--- config.mk ---
export PLATFORM = sky130hd
export DESIGN_NAME = pipelined_rca_adder_flat
export DESIGN_NICKNAME = d
export VERILOG_FILES = /design/src/rtl/pipelined_rca_adder_pkg.sv /design/src/rtl/pipelined_rca_adder_if.sv /design/src/rtl/full_adder.sv /design/src/rtl/pipelined_rca_adder_slice.sv /design/src/rtl/pipelined_rca_adder.sv /design/src/flat_wrapper.sv
export SDC_FILE = /design/constraint.sdc
export NUM_CORES = 1
export LEC_CHECK = 0
export BUFFER_PORTS_ARGS = -buffer_cell sky130_fd_sc_hd__buf_2
export CORE_ASPECT_RATIO = 0.6
export CORE_MARGIN = 2
export CORE_UTILIZATION = 25
export CTS_CLUSTER_SIZE = 30
export DETAILED_ROUTE_END_ITERATION = 16
export SLEW_MARGIN = 10
export SYNTH_ARGS = -nofsm -noshare
export SYNTH_HDL_FRONTEND = slang
export SYNTH_SLANG_ARGS = --single-unit
--- constraint.sdc ---
create_clock -name clock -period 6.05 [get_ports clock]
set_input_delay 0.605 -clock clock [delete_from_list [all_inputs] [get_ports clock]]
set_output_delay 0.605 -clock clock [all_outputs]
set_load 0.1 [all_outputs]
--- src/rtl/pipelined_rca_adder_pkg.sv ---
// Shared constants and geometry helpers for the pipelined ripple-carry add/subtract unit.
package pipelined_rca_adder_pkg;

  localparam int DEF_WIDTH  = 32;
  localparam int DEF_STAGES = 4;

  function automatic int slice_w(input int width, input int stages);
    return width / stages;
  endfunction

  // A single-stage build would have no carry register between slices.
  function automatic bit geom_ok(input int width, input int stages);
    return (stages >= 2) && ((width % stages) == 0);
  endfunction

endpackage

--- src/rtl/pipelined_rca_adder_if.sv ---
// Operand/result handshake bundle between the ALU operand mux and writeback.
interface pipelined_rca_adder_if
  import pipelined_rca_adder_pkg::*;
#(
  parameter int WIDTH = DEF_WIDTH
);
  logic             in_valid;
  logic             in_ready;
  logic [WIDTH-1:0] data_operandA;
  logic [WIDTH-1:0] data_operandB;
  logic             sub;
  logic             out_valid;
  logic             out_ready;
  logic [WIDTH-1:0] data_result;
  logic             carry_out;
  logic             overflow;

  modport master (
    output in_valid, data_operandA, data_operandB, sub, out_ready,
    input  in_ready, out_valid, data_result, carry_out, overflow
  );

  modport slave (
    input  in_valid, data_operandA, data_operandB, sub, out_ready,
    output in_ready, out_valid, data_result, carry_out, overflow
  );
endinterface

--- src/rtl/full_adder.sv ---
// One-bit full adder cell, the building block of every ripple slice.
module full_adder (
  input  logic a,
  input  logic b,
  input  logic ci,
  output logic s,
  output logic co
);
  assign s  = a ^ b ^ ci;
  assign co = (a & b) | (ci & (a ^ b));
endmodule

--- src/rtl/pipelined_rca_adder_slice.sv ---
// Combinational SW-bit ripple adder; also exposes the carry into its top bit for overflow detection.
module pipelined_rca_adder_slice #(
  parameter int SW = 8
) (
  input  logic [SW-1:0] a,
  input  logic [SW-1:0] b,
  input  logic          ci,
  output logic [SW-1:0] s,
  output logic          co,
  output logic          c_msb_in
);
  logic [SW:0] c;

  assign c[0] = ci;

  for (genvar i = 0; i < SW; i++) begin : g_bit
    full_adder u_fa (
      .a  (a[i]),
      .b  (b[i]),
      .ci (c[i]),
      .s  (s[i]),
      .co (c[i+1])
    );
  end

  assign co       = c[SW];
  assign c_msb_in = c[SW-1];
endmodule

--- src/rtl/pipelined_rca_adder.sv ---
// Pipelined ripple-carry add/subtract, one SW-bit slice per stage, global stall on backpressure.
// Optional signed saturation on overflow: define PIPELINED_RCA_ADDER_SAT_EN.
module pipelined_rca_adder
  import pipelined_rca_adder_pkg::*;
#(
  parameter int WIDTH  = DEF_WIDTH,
  parameter int STAGES = DEF_STAGES
) (
  input  logic                 clock,
  input  logic                 reset,
  pipelined_rca_adder_if.slave bus
);
  localparam int SW = slice_w(WIDTH, STAGES);

  if (!geom_ok(WIDTH, STAGES)) begin : g_geom_check
    $error("pipelined_rca_adder: WIDTH must be a multiple of STAGES, STAGES >= 2");
  end

`ifdef PIPELINED_RCA_ADDER_SAT_EN
  localparam logic signed [WIDTH-1:0] SAT_MAX = {1'b0, {(WIDTH-1){1'b1}}};
  localparam logic signed [WIDTH-1:0] SAT_MIN = {1'b1, {(WIDTH-1){1'b0}}};

  function automatic logic signed [WIDTH-1:0] saturate(input logic signed [WIDTH-1:0] sum,
                                                       input logic ovf,
                                                       input logic a_msb,
                                                       input logic b_msb);
    if (!ovf) return sum;
    return (!a_msb && !b_msb) ? SAT_MAX : SAT_MIN;
  endfunction
`endif

  function automatic logic [WIDTH-1:0] insert_slice(input logic [WIDTH-1:0] r,
                                                    input logic [SW-1:0]    s,
                                                    input int               idx);
    insert_slice                = r;
    insert_slice[idx*SW +: SW]  = s;
  endfunction

  logic              stall;
  logic [STAGES-1:0] vld_q;
  logic [WIDTH-1:0]  a_st  [STAGES];
  logic [WIDTH-1:0]  b_st  [STAGES];
  logic [WIDTH-1:0]  r_st  [STAGES];
  logic              c_st  [STAGES];
  logic [SW-1:0]     s_w   [STAGES];
  logic              co_w  [STAGES];
  logic              cm_w  [STAGES];
  logic [WIDTH-1:0]  res_d [STAGES];
  logic [WIDTH-1:0]  res_q [STAGES];
  logic [WIDTH-1:0]  a_q   [STAGES-1];
  logic [WIDTH-1:0]  b_q   [STAGES-1];
  logic [STAGES-1:0] c_d;
  logic [STAGES-1:0] c_q;
  logic              ovf_d;
  logic              ovf_q;

  for (genvar k = 0; k < STAGES; k++) begin : g_stage
    if (k == 0) begin : g_head
      assign a_st[k] = bus.data_operandA;
      assign b_st[k] = bus.sub ? ~bus.data_operandB : bus.data_operandB;
      assign c_st[k] = bus.sub;
      assign r_st[k] = '0;
    end else begin : g_body
      // Skewed operands and de-skewed partial result arrive from the previous stage.
      assign a_st[k] = a_q[k-1];
      assign b_st[k] = b_q[k-1];
      assign c_st[k] = c_q[k-1];
      assign r_st[k] = res_q[k-1];
    end

    pipelined_rca_adder_slice #(.SW(SW)) u_slice (
      .a        (a_st[k][k*SW +: SW]),
      .b        (b_st[k][k*SW +: SW]),
      .ci       (c_st[k]),
      .s        (s_w[k]),
      .co       (co_w[k]),
      .c_msb_in (cm_w[k])
    );

    assign c_d[k] = co_w[k];

    if (k == STAGES-1) begin : g_tail
      assign ovf_d = co_w[k] ^ cm_w[k];
`ifdef PIPELINED_RCA_ADDER_SAT_EN
      assign res_d[k] = saturate(insert_slice(r_st[k], s_w[k], k), ovf_d,
                                 a_st[k][WIDTH-1], b_st[k][WIDTH-1]);
`else
      assign res_d[k] = insert_slice(r_st[k], s_w[k], k);
`endif
    end else begin : g_mid
      assign res_d[k] = insert_slice(r_st[k], s_w[k], k);
    end
  end

  assign stall         = vld_q[STAGES-1] & ~bus.out_ready;
  assign bus.in_ready  = ~stall;
  assign bus.out_valid = vld_q[STAGES-1];
  assign bus.data_result = res_q[STAGES-1];
  assign bus.carry_out = c_q[STAGES-1];
  assign bus.overflow  = ovf_q;

  // Stage boundary: every stage register advances together unless the output is stalled.
  always_ff @(posedge clock or posedge reset) begin
    if (reset) begin
      vld_q <= '0;
      c_q   <= '0;
      ovf_q <= 1'b0;
      for (int k = 0; k < STAGES; k++) res_q[k] <= '0;
      for (int k = 0; k < STAGES-1; k++) begin
        a_q[k] <= '0;
        b_q[k] <= '0;
      end
    end else if (!stall) begin
      vld_q <= {vld_q[STAGES-2:0], bus.in_valid};
      c_q   <= c_d;
      ovf_q <= ovf_d;
      for (int k = 0; k < STAGES; k++) res_q[k] <= res_d[k];
      for (int k = 0; k < STAGES-1; k++) begin
        a_q[k] <= a_st[k];
        b_q[k] <= b_st[k];
      end
    end
  end

endmodule
--- src/flat_wrapper.sv ---
// flat-port wrapper written by rule: the top's interface ports become plain ports
module pipelined_rca_adder_flat import pipelined_rca_adder_pkg::*;
#(
  parameter int WIDTH  = DEF_WIDTH,
  parameter int STAGES = DEF_STAGES
)
  (clock, reset, bus_in_valid, bus_data_operandA, bus_data_operandB, bus_sub, bus_out_ready, bus_in_ready, bus_out_valid, bus_data_result, bus_carry_out, bus_overflow);
  pipelined_rca_adder_if #(.WIDTH(WIDTH)) bus_i ();
  input  logic clock;
  input  logic reset;
  input wire logic [$bits(bus_i.in_valid)-1:0] bus_in_valid;
  input wire logic [$bits(bus_i.data_operandA)-1:0] bus_data_operandA;
  input wire logic [$bits(bus_i.data_operandB)-1:0] bus_data_operandB;
  input wire logic [$bits(bus_i.sub)-1:0] bus_sub;
  input wire logic [$bits(bus_i.out_ready)-1:0] bus_out_ready;
  output wire logic [$bits(bus_i.in_ready)-1:0] bus_in_ready;
  output wire logic [$bits(bus_i.out_valid)-1:0] bus_out_valid;
  output wire logic [$bits(bus_i.data_result)-1:0] bus_data_result;
  output wire logic [$bits(bus_i.carry_out)-1:0] bus_carry_out;
  output wire logic [$bits(bus_i.overflow)-1:0] bus_overflow;
  assign bus_i.in_valid = bus_in_valid;
  assign bus_i.data_operandA = bus_data_operandA;
  assign bus_i.data_operandB = bus_data_operandB;
  assign bus_i.sub = bus_sub;
  assign bus_i.out_ready = bus_out_ready;
  assign bus_in_ready = bus_i.in_ready;
  assign bus_out_valid = bus_i.out_valid;
  assign bus_data_result = bus_i.data_result;
  assign bus_carry_out = bus_i.carry_out;
  assign bus_overflow = bus_i.overflow;
  pipelined_rca_adder #(.WIDTH(WIDTH), .STAGES(STAGES)) u_core (.clock(clock), .reset(reset), .bus(bus_i));
endmodule
==> results of run 1 <==
## power groups by stage
stage	sequential [mW]	combinational [mW]	clock [mW]
3_3_place_gp	2.12	2.55	0
4_1_cts	2.11	2.60	1.13
2_1_floorplan	2.91	1.28	0
5_1_grt	2.19	2.75	1.18
3_5_place_dp	2.14	2.59	0
6_report	2.10	2.54	1.07
## cells in the mapped netlist
| library cell | count |
|---|---|
| a21oi_1 | 14 |
| buf_2 | 3 |
| buf_4 | 8 |
| buf_6 | 9 |
| buf_8 | 3 |
| clkbuf_1 | 3 |
| dfrtp_1 | 185 |
| fa_1 | 31 |
| inv_1 | 29 |
| inv_4 | 1 |
| mux2_1 | 11 |
| mux2_2 | 116 |
| mux2_4 | 40 |
| mux2i_1 | 4 |
| nand2b_1 | 1 |
| nor2b_1 | 1 |
| nor3b_1 | 14 |
| xnor2_1 | 9 |
| xor2_1 | 24 |
## sequential cells by signal, summed over array words and instances, names as in the netlist
signal,cells
u_core.r_st,48
u_core.bus.data_result,32
u_core.a_q,48
u_core.b_q,48
u_core.bus.overflow,1
u_core.c_q,4
u_core.vld_q,4
## stage by stage
step                      cells  utilization, %  cell area, um2  hold slack [ns]
after floorplan             506               -            8150            0.427
after global placement     1014            28.0            9020            0.449
after global routing       1046            29.7            9580            0.362
after CTS                  1046            29.7            9580            0.351
after detailed placement   1014            28.0            9020            0.457
final                      1047            29.7            9580            0.328
## cells by family (layout without fill, tap and decap cells)
family,Yosys count,after routing,share of synthesized area (%)
DFF,185,185,56.8
muxes,171,171,25.4
buffers and inverters,56,172,4.27
xor gates and xnor gates,33,33,3.55
adders and majority gates,31,31,7.62
and+or+nand+nor,16,16,1.44
AOI/OAI and AO/OA,14,14,0.860
other,0,1,0
## metal layers
layer	vias to the layer above	wire length, um
li1	1910	-
met1	2171	8580
met2	69	7310
met3	18	615
met4	0	237
met5	-	0
## how the worst max path moves through the flow
stage                              startpoint                         endpoint  slack (ns)  cells past startpoint
floorplan                               reset       u_core.a_q[24]$_DFFE_PP0N_        0.42                      1
global placement                      bus_sub      u_core.r_st[71]$_DFFE_PP0N_        1.84                     11
detailed placement                    bus_sub      u_core.r_st[71]$_DFFE_PP0N_        1.79                     11
CTS                 u_core.c_q[2]$_DFFE_PP0N_  u_core.bus.overflow$_DFFE_PP0N_        1.84                     13
global route        u_core.c_q[2]$_DFFE_PP0N_  u_core.bus.overflow$_DFFE_PP0N_        1.67                     13
finish              u_core.c_q[2]$_DFFE_PP0N_  u_core.bus.overflow$_DFFE_PP0N_        1.88                     13
## area by class of cell
| type | count | area, um2 |
|---|---|---|
| Fill cell | 3257 | 22600 |
| Tap cell | 424 | 531 |
| Antenna cell | 1 | 2.50 |
| Inverter | 30 | 123 |
| Timing Repair Buffer | 110 | 566 |
| Clock buffer | 21 | 460 |
| Sequential cell | 185 | 4630 |
| Clock inverter | 11 | 96.3 |
| Multi-Input combinational cell | 265 | 3180 |
==> flow_summary.ini, run 1 <==
[clock_tree]
cts-resized-gates = 0
htree_levels = 4
cts_post_setup_buffers_inserted = 0
clock_latency_ns = 0.44
cts_buffer_depth = 2
clock_sinks = 185
cts_made_buffers = 17
ctsHoldBuffers = 0
clkTransAtPathRegs_ns = 0.07
cts_tree = built
cts_root_buf = clkbuf_16

[detailed_routing]
drt_iter0_markers = 210
routed_via_density = 3.98
vias = 4168
drc = 0
antenna_left = 0
drt_pass1_iterations = 4
routed_wl_mm = 16.7
wire_per_inst_um = 16.0

[timing]
finalSetupTns_ns = 0
worst_pin_slew_ns = 0.885
finClkSkew_ns = 0.00800
relSlewSlack_pct = 41.0
finalHoldViolations = 0
fin_crit_sh_pct = 69.0
max_freq_ghz = 0.240
rsz0062_at_grt = no
finalSetupViolCount = 0
period_needed_ns = 4.17
drv_slew = 0
timing.final.ws_setup_ns = 1.88

[critical_path]
critPathMaxFanout = 2
r2r_end = u_core.bus.overflow$_DFFE_PP0N_
r2r_slack_ns = 1.88
cp.required_ns = 6.38
cpPeakStageDelay_ns = 0.46
r2r_cells = 13
critPathLaunchType = flop
end_kind = flop
critical_path_arrival_ns = 4.50
crit_chain = fa_1, fa_1, fa_1, fa_1, fa_1, inv_1, fa_1, inv_1, fa_1, inv_1, fa_1, xnor2_1, mux2_2
cpLargestDelayFamily = adder cells
crit_type = reg -> reg
worst-path-buf-inv = 3
rr_startpoint = u_core.c_q[2]$_DFFE_PP0N_
crit_path_frequent_cell = fa_1
cp_slowest_cell = fa_1

[logic_synthesis]
synth_area_leaders = dfrtp_1 57%, mux2_2 16%, fa_1 7.6%
synth_cell_type_count = 19
syn_area_mm2 = 0.00815
synth_top_area_share_pct = 56.8
synth_top_area_cell = dfrtp_1
synth_fp_nets = 606
ys_warn_count = 0
synth-seq-cells = 185
ys_seq_area_share_pct = 56.8
synthCells = 506
avgSynthCellArea_um2 = 16.1

[global_route]
met3_usage_pct = 3.28
grt_util_met1_pct = 14.9
antenna_found_initial = 1
overflow = 0
grt_use_met2_pct = 15.8
grt_usage_pct = 10.7
grt_start_max_net_pins = 120
top_usage_layer = met2
first_global_vias = 4614
grt_pass1_wl_mm = 27.2

[floorplan]
rows = 51
core_area_mm2 = 0.0322
die_area_mm2 = 0.0341
ios = 105
initial_core_util_pct = 25.3
die_w_um = 237
die_y_um = 144

[placement]
dp_hpwl_mm = 11.3
gp_congestion = 0.717
preCtsSetupSlack_ns = 1.79
port-buffer-count = 104

[power_and_ir_drop]
p_seq_share_pct = 36.8
p_leak_nw = 4.24
clkPwrFrac_pct = 18.8
power_density_mw_per_mm2 = 596
peakVddDrop_mv = 0.346
swShare_pct = 41.5
comb_power_share_pct = 44.4
p_sw_mw = 2.37
finalPower_mw = 5.72
cell_internal_pwr_mw = 3.35

[final_layout]
final_cell_mix = 185 x dfrtp_1, 116 x mux2_2, 104 x buf_2
drive_above_1_share_pct = 48.1
layout.nets = 709
areaGrowthSynthToFinish_pct = 17.6
final_common_cell = dfrtp_1

[job]
drv_cap = 0

[status]
status = finished, final reports clean

[min_path]
holdCritPathClass = in -> async
(Power assumes the default switching activity.)
==> run 2, diff against run 1 <==
Clock period 6.05 ns to 3.4 ns, I/O delays scaled along.
==> flow_summary.ini, run 2 (synthesized netlist as in run 1, its figures left out) <==
[global_route]
grt_start_max_net_pins = 118
grt_usage_pct = 10.4
antenna_found_initial = 2
first_global_vias = 4442
grt_pass1_wl_mm = 26.2
overflow = 0

[timing]
period_needed_ns = 3.56
drv_slew = 0
timing.final.ws_setup_ns = -0.159
rsz0062_at_grt = yes
relSlewSlack_pct = 35.4
finClkSkew_ns = 0.0108
whs_ns = 0.108
fin_crit_sh_pct = 105
finalHoldViolations = 0
max_freq_ghz = 0.281
finalSetupTns_ns = -0.397
finalSetupViolCount = 4
worst_pin_slew_ns = 0.967

[floorplan]
die_w_um = 237
core_area_mm2 = 0.0322
die_area_mm2 = 0.0341
die_y_um = 144
rows = 51
ios = 105
initial_core_util_pct = 25.3

[final_layout]
areaGrowthSynthToFinish_pct = 21.0
fill_cells = 3244
regArea_mm2 = 0.00463
layout.nets = 719
multi_input_area_mm2 = 0.00327
final_cell_mix = 185 x dfrtp_1, 115 x mux2_2, 104 x buf_2
drive_above_1_share_pct = 55.4
finish.utilization_pct = 30.6
final_common_cell = dfrtp_1
fin_cells = 1057

[power_and_ir_drop]
comb_power_share_pct = 44.4
clkPwrFrac_pct = 19.9
power_density_mw_per_mm2 = 1070
p_sw_mw = 4.31
finalPower_mw = 10.6
p_seq_share_pct = 35.7
swShare_pct = 40.8
peakVddDrop_mv = 0.585
cell_internal_pwr_mw = 6.27
p_leak_nw = 4.31

[detailed_routing]
vias = 4221
routed_via_density = 3.99
routed_wl_mm = 16.5
antenna_left = 0
drt_iter0_markers = 139
wire_per_inst_um = 15.6
drc = 0
drt_pass1_iterations = 4

[status]
failed_checks = setup timing
status = finished with violations

[critical_path]
crit_path_frequent_cell = fa_2
cp.required_ns = 3.77
cp-startpoint = u_core.c_q[1]$_DFFE_PP0N_
critical_path_arrival_ns = 3.93
end_kind = flop
crit_chain = inv_2, fa_2, inv_2, fa_2, fa_2, fa_2, fa_2, fa_2, fa_2, inv_2, fa_2, a21oi_2
critPathMaxFanout = 2
rr_startpoint = u_core.c_q[1]$_DFFE_PP0N_
cpPeakStageDelay_ns = 0.42
cp_slowest_cell = fa_2
critPathLaunchType = flop
crit_type = reg -> reg

[clock_tree]
cts_buffer_depth = 2
cts_root_buf = clkbuf_16
clkTransAtPathRegs_ns = 0.07
cts_tree = built
cts_made_buffers = 17
clock_sinks = 185
htree_levels = 4
clock_latency_ns = 0.44

[job]
drv_cap = 0

[min_path]
holdCritPathClass = in -> async

[placement]
place_inst = 1023
port-buffer-count = 104
dp_hpwl_mm = 10.9
gp_congestion = 0.686
[run 2: changes by cell type in the layout (fill, tap and decap cells not counted), sizes merged]
| cell | before | now |
|---|---|---|
| clkinvlp | 2 | 1 |
| clkbuf | 21 | 20 |
| inv | 32 | 33 |
| buf | 110 | 120 |
| clkinv | 6 | 5 |
| bufinv | 1 | 3 |
[run 2: power groups by stage]
stage	Clock (mW)	Sequential (mW)	Combinational, mW
2_1_floorplan	0	5.21	2.29
3_3_place_gp	0	3.81	4.62
3_5_place_dp	0	3.83	4.69
4_1_cts	2.18	3.80	4.73
5_1_grt	2.28	3.93	5.08
6_report	2.10	3.78	4.70
[run 2: worst max-delay path: cells and delay by family, from the launching register on]
family          cells  cell delay, ns
fa+ha+maj           8            2.81
compound gates      1            0.13
buf+inv             3            0.18
flops               1            0.37
[run 2: worst paths after layout]
path | slack, ns | endpoint | cells past startpoint
max | -0.16 | u_core.r_st[23]$_DFFE_PP0N_ | 12
min | 0.11 | u_core.bus.data_result[2]$_DFFE_PP0N_ | 2
max reg2reg | -0.16 | u_core.r_st[23]$_DFFE_PP0N_ | 12
min reg2reg | 0.46 | u_core.vld_q[3]$_DFFE_PP0N_ | 1
max in group asynchronous | 2.42 | u_core.a_q[81]$_DFFE_PP0N_ | 3
min in group clock | 0.12 | u_core.a_q[81]$_DFFE_PP0N_ | 2
[run 2: area by class of cell]
type	count	area share (%)
antenna	1	0.0254
clock buffer	20	4.63
clock inverter	12	1.64
inverter	30	1.21
multi-input combinational	265	33.1
sequential	185	47.0
tap	424	5.38
timing repair buffer	120	7.01
[run 2: per-stage QoR]
step | cell area, um2 | setup slack, ns
6_report | 9860 | -0.159
4_1_cts | 9830 | -0.172
5_1_grt | 9850 | -0.268
3_5_place_dp | 9200 | -0.271
3_3_place_gp | 9200 | -0.231
2_1_floorplan | 8220 | -0.260
[run 2: repair_timing]
action / CTS / global route
endpoints found under the hold margin: 0 / 0
setup endpoints to repair: 5 / 6
pin swaps: 0 / 2
hold buffers: 0 / 0
resized for setup: 8 / 7
buffers inserted: 0 / 1
[run 2: layer usage]
layer	wire (um)	track usage [%]	vias up
li1	-	-	1935
met1	8440	14.6	2193
met2	7140	14.8	77
met3	691	3.21	16
met4	225	4.00	0
met5	0	0	-
==> run 3, diff against run 2 <==
Settings changed: CORE_ASPECT_RATIO 0.6 to default.
==> flow_summary.ini, run 3 (synthesized netlist as in run 1, its figures left out) <==
[global_route]
first_global_vias = 4656
overflow = 0
antenna_found_initial = 0
grt_start_max_net_pins = 118
grt_usage_pct = 10.2
grt_pass1_wl_mm = 26.0

[critical_path]
worst-path-buf-inv = 3
cp.required_ns = 3.73
critical_path_arrival_ns = 3.93
cpLargestDelayFamily = adder cells
critPathLaunchType = flop
end_kind = flop
rr_startpoint = u_core.a_q[24]$_DFFE_PP0N_
cp-startpoint = u_core.a_q[24]$_DFFE_PP0N_
cpPeakStageDelay_ns = 0.40
critPathMaxFanout = 2
cp_slowest_cell = dfrtp_1
crit_type = reg -> reg
crit_chain = fa_2, fa_2, fa_2, fa_2, fa_2, inv_2, fa_2, inv_2, fa_2, inv_2, fa_2, xnor2_2, mux2_2
crit_path_frequent_cell = fa_2

[clock_tree]
ctsHoldBuffers = 0
htree_levels = 4
cts_root_buf = clkbuf_16
clock_latency_ns = 0.44
clkTransAtPathRegs_ns = 0.07
clock_sinks = 185
cts_made_buffers = 17
cts_tree = built
cts_buffer_depth = 2

[detailed_routing]
drt_pass1_iterations = 4
routed_via_density = 3.92
routed_wl_mm = 15.7
drt_iter0_markers = 121
antenna_left = 0
vias = 4217
drc = 0
wire_per_inst_um = 14.6

[min_path]
holdCritPathClass = in -> async

[final_layout]
finalInstanceArea_mm2 = 0.00993
drive_above_1_share_pct = 56.2
diodes = 0
finish.utilization_pct = 30.7
fin_cells = 1076
final_common_cell = dfrtp_1
final_cell_mix = 185 x dfrtp_1, 116 x mux2_2, 104 x buf_2
areaGrowthSynthToFinish_pct = 21.9
layout.nets = 722

[floorplan]
ios = 105
initial_core_util_pct = 25.2
die_area_mm2 = 0.0340
rows = 66
die_y_um = 185
core_area_mm2 = 0.0323
die_w_um = 185

[timing]
max_freq_ghz = 0.278
finClkSkew_ns = 0.0102
fin_crit_sh_pct = 106
finalSetupViolCount = 5
period_needed_ns = 3.59
relSlewSlack_pct = 35.4
finalHoldViolations = 0
whs_ns = 0.0996
finalSetupTns_ns = -0.501
timing.final.ws_setup_ns = -0.195
rsz0062_at_grt = yes
worst_pin_slew_ns = 0.968
drv_slew = 0

[status]
status = finished with violations
failed_checks = setup timing

[placement]
dp_hpwl_mm = 10.3
gp_congestion = 0.695
placed_area_mm2 = 0.00924
preCtsSetupSlack_ns = -0.364
place_inst = 1043
port-buffer-count = 104

[power_and_ir_drop]
peakVddDrop_mv = 0.696
p_leak_nw = 4.33
finalPower_mw = 10.6
power_density_mw_per_mm2 = 1070

[job]
drv_cap = 0
## run 3: worst paths after layout
kind                                                     endpoint  slack (ns)  cells after the start
max                               u_core.bus.overflow$_DFFE_PP0N_       -0.19                     13
min                        u_core.bus.data_result[18]$_DFFE_PP0N_         0.1                      2
max reg2reg                       u_core.bus.overflow$_DFFE_PP0N_       -0.19                     13
min reg2reg                           u_core.vld_q[3]$_DFFE_PP0N_        0.46                      1
max in group asynchronous               u_core.c_q[0]$_DFFE_PP0N_        2.54                      3
min in group clock                     u_core.a_q[93]$_DFFE_PP0N_        0.12                      2
## run 3: power breakdown
| part | switching [mW] | internal, mW | leakage, nW |
|---|---|---|---|
| logic | 2.83 | 1.86 | 1.88 |
| clock network | 0.891 | 1.28 | 0.311 |
| registers | 0.556 | 3.20 | 2.14 |
| total | 4.27 | 6.33 | 4.33 |
## run 3: repair_timing
action	in CTS	in global routing
pin swaps	6	7
gates resized for setup	7	10
setup endpoints to repair	5	8
setup buffers	2	0
## run 3: per-layer routing
layer | global-route usage (%) | vias to the layer above | wire [um]
li1 | - | 1944 | -
met1 | 13.3 | 2178 | 7340
met2 | 15.9 | 79 | 7380
met3 | 3.18 | 16 | 728
met4 | 4.13 | 0 | 270
met5 | 0 | - | 0
## run 3: final cells by class
class | instances | area (um2)
multi-input combinational | 265 | 3270
sequential | 185 | 4630
tap | 442 | 553
clock inverter | 12 | 185
clock buffer | 19 | 453
fill | 3214 | 22400
timing repair buffer | 123 | 713
inverter | 30 | 119
